--- config.mk ---
export PLATFORM = sky130hd
export DESIGN_NAME = instruction_fetch_unit
export DESIGN_NICKNAME = d
export VERILOG_FILES = /design/src/rtl/instruction_fetch_unit_pkg.sv /design/src/rtl/instruction_fetch_unit_next_pc_calc.sv /design/src/rtl/instruction_fetch_unit.sv
export SDC_FILE = /design/constraint.sdc
export NUM_CORES = 1
export LEC_CHECK = 0
export ABC_AREA = 1
export BUFFER_PORTS_ARGS = -buffer_cell sky130_fd_sc_hd__clkbuf_2
export CORE_UTILIZATION = 53
export CTS_BUF_LIST = sky130_fd_sc_hd__clkbuf_4 sky130_fd_sc_hd__clkbuf_8 sky130_fd_sc_hd__clkbuf_16
export DETAILED_ROUTE_END_ITERATION = 7
export PLACE_DENSITY_LB_ADDON = 0.05
export SKIP_LAST_GASP = 1
export SYNTH_ARGS = -nofsm -noshare
export SYNTH_HDL_FRONTEND = slang
export SYNTH_SLANG_ARGS = --single-unit
--- constraint.sdc ---
create_clock -name CLK -period 3.5 [get_ports CLK]
set_clock_uncertainty 0.2 [all_clocks]
set_input_delay 0.7 -clock CLK [delete_from_list [all_inputs] [get_ports CLK]]
set_output_delay 0.7 -clock CLK [all_outputs]
set_load 0.02 [all_outputs]
--- src/rtl/instruction_fetch_unit_pkg.sv ---
// rtl/instruction_fetch_unit_pkg.sv - shared MIPS definitions: opcodes, fetch FSM states, helpers
package instruction_fetch_unit_pkg;

   localparam logic [5:0] OP_J   = 6'b000010;
   localparam logic [5:0] OP_BEQ = 6'b000100;

   typedef enum logic [1:0] {
      S_REQ   = 2'b00,
      S_WAIT  = 2'b01,
      S_ISSUE = 2'b10
   } fetch_state_t;

   function automatic logic [31:0] word_align(input logic [31:0] addr);
      return {addr[31:2], 2'b00};
   endfunction

endpackage

--- src/rtl/instruction_fetch_unit_next_pc_calc.sv ---
// rtl/instruction_fetch_unit_next_pc_calc.sv - combinational next-PC: sequential, taken BEQ, or J
module next_pc_calc
   import instruction_fetch_unit_pkg::*;
(
   input  logic [31:0] PC,
   input  logic [31:0] Instruction,
   input  logic        Branch,
   input  logic        Jump,
   input  logic        Zero,
   output logic [31:0] NextPC
);

   logic [31:0] pc4;
   logic [31:0] br_off;
   logic [31:0] jmp_tgt;
   logic [31:0] raw_next;
   logic        unused_opcode;

   assign pc4     = PC + 32'd4;
   assign br_off  = {{14{Instruction[15]}}, Instruction[15:0], 2'b00};
   assign jmp_tgt = {pc4[31:28], Instruction[25:0], 2'b00};

   // the opcode field is decoded upstream; only the immediate fields matter here
   assign unused_opcode = ^Instruction[31:26];

   always_comb begin
      raw_next = pc4;
      if (Jump)
         raw_next = jmp_tgt;
      else if (Branch && Zero)
         raw_next = pc4 + br_off;
      NextPC = word_align(raw_next);
   end

endmodule

--- src/rtl/instruction_fetch_unit.sv ---
// rtl/instruction_fetch_unit.sv - REQ/WAIT/ISSUE fetch FSM holding one instruction until retire
// Optional performance counters are built only when FETCH_PERF_CNT_EN is defined.
module instruction_fetch_unit
   import instruction_fetch_unit_pkg::*;
#(
   parameter logic [31:0] RESET_PC = 32'h0000_0000
) (
   input  logic        CLK,
   input  logic        Reset_L,
   output logic        imem_req_valid,
   input  logic        imem_req_ready,
   output logic [31:0] imem_addr,
   input  logic        imem_rsp_valid,
   input  logic [31:0] imem_rsp_data,
   output logic [31:0] Instruction,
   output logic [5:0]  Opcode,
   output logic        instr_valid,
   input  logic        Branch,
   input  logic        Jump,
   input  logic        Zero,
   input  logic        retire,
   output logic [31:0] PC,
   output logic [31:0] fetch_count,
   output logic [31:0] redirect_count
);

   fetch_state_t state;
   logic [31:0]  next_pc;

   next_pc_calc u_next_pc (
      .PC          (PC),
      .Instruction (Instruction),
      .Branch      (Branch),
      .Jump        (Jump),
      .Zero        (Zero),
      .NextPC      (next_pc)
   );

   // gated by Reset_L so the request drops during reset and rises in the first released cycle
   assign imem_req_valid = Reset_L && (state == S_REQ);
   assign imem_addr      = PC;
   assign Opcode         = Instruction[31:26];

   always_ff @(posedge CLK) begin
      if (!Reset_L) begin
         state       <= S_REQ;
         PC          <= word_align(RESET_PC);
         Instruction <= '0;
         instr_valid <= 1'b0;
      end else begin
         case (state)
            S_REQ: begin
               if (imem_req_ready)
                  state <= S_WAIT;
            end
            S_WAIT: begin
               if (imem_rsp_valid) begin
                  Instruction <= imem_rsp_data;
                  instr_valid <= 1'b1;
                  state       <= S_ISSUE;
               end
            end
            S_ISSUE: begin
               if (retire) begin
                  PC          <= next_pc;
                  instr_valid <= 1'b0;
                  state       <= S_REQ;
               end
            end
            default: state <= S_REQ;
         endcase
      end
   end

`ifdef FETCH_PERF_CNT_EN
   logic [31:0] fetch_cnt_q;
   logic [31:0] redirect_cnt_q;
   logic        redirect_taken;

   assign redirect_taken = Jump || (Branch && Zero);

   always_ff @(posedge CLK) begin
      if (!Reset_L) begin
         fetch_cnt_q    <= '0;
         redirect_cnt_q <= '0;
      end else begin
         if (state == S_WAIT && imem_rsp_valid)
            fetch_cnt_q <= fetch_cnt_q + 32'd1;
         if (state == S_ISSUE && retire && redirect_taken)
            redirect_cnt_q <= redirect_cnt_q + 32'd1;
      end
   end

   assign fetch_count    = fetch_cnt_q;
   assign redirect_count = redirect_cnt_q;
`else
   assign fetch_count    = '0;
   assign redirect_count = '0;
`endif

endmodule

==> out/qor.yml <==
status: "finished clean"
clk_pin_slew_ps: 60
drv_cap: 0
hold_path.class: "flip-flop to flip-flop"
cts_max_level: 3
overflow: 0
drt_pass1_iterations: 7
cts.sinks: 65
syn_avg_cell_area_um2: 5.81
drt-initial-drc-count: 549
synth_area_leaders: "nand2_1 (21%), dfxtp_1 (19%), buf_4 (11%)"
routed.top_layer: "met4"
yosysTopAreaCellShare: 0.206
end_kind: "flip-flop"
rows: 41
place.port_buffers: 139
p_leak_nw: 4.24
wl_met1_mm: 9.87
final_net_count: 1372
area_delta_synth_final_pct: 13.8
netlist_area_mm2: 0.00682
wl_per_cell_um: 14.4
ys.warnings.count: 0
worstPathRequired_ps: 3510
grt_max_degree: 42
fin_crit_ps: 3290
start_kind: "flip-flop"
die_x_um: 115
final_area_mm2: 0.00775
hpwlAfterDp_mm: 16.9
wl_met3_mm: 1.45
setup_tns_ps: 0
hold_viol_final: 0
placed_cell_area_mm2: 0.00738
n_antenna_cell: 0
drive_above_1_share: 0.183
die_h_um: 115
ys_ff_latch: 65
layout_common_cells: "nand2_1 (374), inv_1 (154), clkbuf_2 (139)"
ir_drop_v: 0.000257
finalMaxSlewViolations: 0
hold_buffers: 0
grt_pass1_wl_mm: 32.7
first_global_vias: 6340
ant_nets: 0
num_vias: 7401
critPathArrivalTime_ps: 3300
clock-root-buffer: "clkbuf_16"
cts_tree: "built"
period_share: 0.940
final_common_cell: "nand2_1"
routed_via_density: 5.03
fin_ws_ps: 209
clk_latency_ps: 340
numCtsBuffers: 9
clockBufferDepth: 2
start_util: 0.542
synthCells: 1173
ios: 208
fillers: 1345
routed_wirelength_mm: 21.2
core_area_mm2: 0.0126
antenna_found_initial: 0
gp_congestion: 0.909
place_ws_ps: 113
yosys.area.top_type: "nand2_1"
setup_viol: 0
fmax_ghz: 0.304
critical_path_class: "flip-flop to flip-flop"
tightest_slew_ps: 687
yosysUniqueCellTypes: 37
die_area_mm2: 0.0133
relSlewSlack: 0.542
p_per_area_mw_per_mm2: 278
drc_errors: 0
critical_path.max_fanout: 5
grt_usage: 0.324
yosysSeqAreaShare: 0.191
wl_met2_mm: 9.51
## layer usage
layer  vias up  GRT usage
li1       3789          -
met1      3277      0.446
met2       307      0.519
met3        28     0.0554
met4         0     0.0952
met5         -          0
## cells in the mapped netlist (all sizes together)
| master | instances |
|---|---|
| buf | 107 |
| xor2 | 17 |
| clkinv | 2 |
| o41ai | 1 |
| xnor2 | 1 |
| nand3 | 94 |
| nor3b | 1 |
| ha | 37 |
| a21oi | 114 |
| inv | 157 |
| nand2 | 378 |
| o21bai | 2 |
| nand3b | 8 |
| and2 | 2 |
| nor2 | 85 |
| o211ai | 4 |
| o21ai | 37 |
| or2 | 6 |
| dfxtp | 65 |
| nand4 | 10 |
| nor3 | 11 |
| conb | 1 |
| a221oi | 1 |
| a21o | 3 |
| clkbuf | 27 |
| fa | 1 |
| o221ai | 1 |
## power breakdown
group | total [W] | internal [W] | switching, W
clock network | 0.000939 | 0.000598 | 0.000341
registers | 0.000805 | 0.000768 | 0.0000364
logic | 0.000415 | 0.000121 | 0.000294
total | 0.00216 | 0.00149 | 0.000671
## path summary, 6_finish.rpt
| path | from | to | slack [ps] | cells past startpoint |
|---|---|---|---|---|
| hold / removal | Instruction[21]$_SDFFE_PN0P_ | Instruction[21]$_SDFFE_PN0P_ | 270 | 2 |
| hold reg to reg | Instruction[21]$_SDFFE_PN0P_ | Instruction[21]$_SDFFE_PN0P_ | 270 | 2 |
| setup reg to reg | PC[2]$_SDFFE_PN0P_ | PC[29]$_SDFFE_PN0P_ | 210 | 19 |
| setup / recovery | PC[2]$_SDFFE_PN0P_ | PC[29]$_SDFFE_PN0P_ | 210 | 19 |
## layout make-up
cell class	instances	area, um^2	area share
Clock buffer	12	260	0.0336
Clock inverter	4	51.3	0.00662
Inverter	159	597	0.0770
Multi-Input combinational cell	882	4330	0.559
Sequential cell	65	1310	0.168
Tap cell	172	215	0.0278
Timing Repair Buffer	177	993	0.128
## metrics by stage
| stage | utilization | total power, W | std cells | hold slack [ps] |
|---|---|---|---|---|
| 2_1_floorplan | - | 0.00116 | 1240 | 308 |
| 6_report | 0.617 | 0.00216 | 1471 | 267 |
| 5_1_grt | 0.617 | 0.00225 | 1471 | 277 |
| 4_1_cts | 0.612 | 0.00216 | 1470 | 267 |
| 3_5_place_dp | 0.587 | 0.00123 | 1454 | 259 |
| 3_3_place_gp | 0.587 | 0.00122 | 1454 | 255 |
## sequential cells by signal, indices dropped and copies added, names as in the netlist
name         count
PC              30
state            2
instr_valid      1
Instruction     32
## kinds of logic (layout without fill, tap and decap cells)
kind of cell / Yosys count / after routing / synth area share
AO/OA/AOI/OAI: 163 / 163 / 0.125
buffers and inverters: 293 / 352 / 0.219
AND/OR/NAND/NOR: 595 / 595 / 0.370
flip-flops: 65 / 65 / 0.191
adder cells (fa/ha/maj): 38 / 38 / 0.0709
other: 1 / 68 / 0.000550
XOR/XNOR: 18 / 18 / 0.0242
## worst max-delay path: stages, from the launching register on
cell and delay [ps]:
dfxtp_1 400, ha_1 200, nand2_1 120, nor2_4 150
nand2_2 120, nor3_2 150, xor2_1 250, inv_1 80
ha_2 380, nand2_1 110, nor2_1 280, nand2_1 130
nor2_1 100, nand2_1 80, nand2_1 80, nand2_1 50
nand3_1 80, nand2_1 90, nand2_1 70, a21oi_1 50
## what timing repair did
item / in CTS / in global routing
endpoints found under the setup margin: 0 / 17
buffers inserted: 0 / 1
gates resized for setup: 0 / 17
Power figures use the tool's default switching activity.
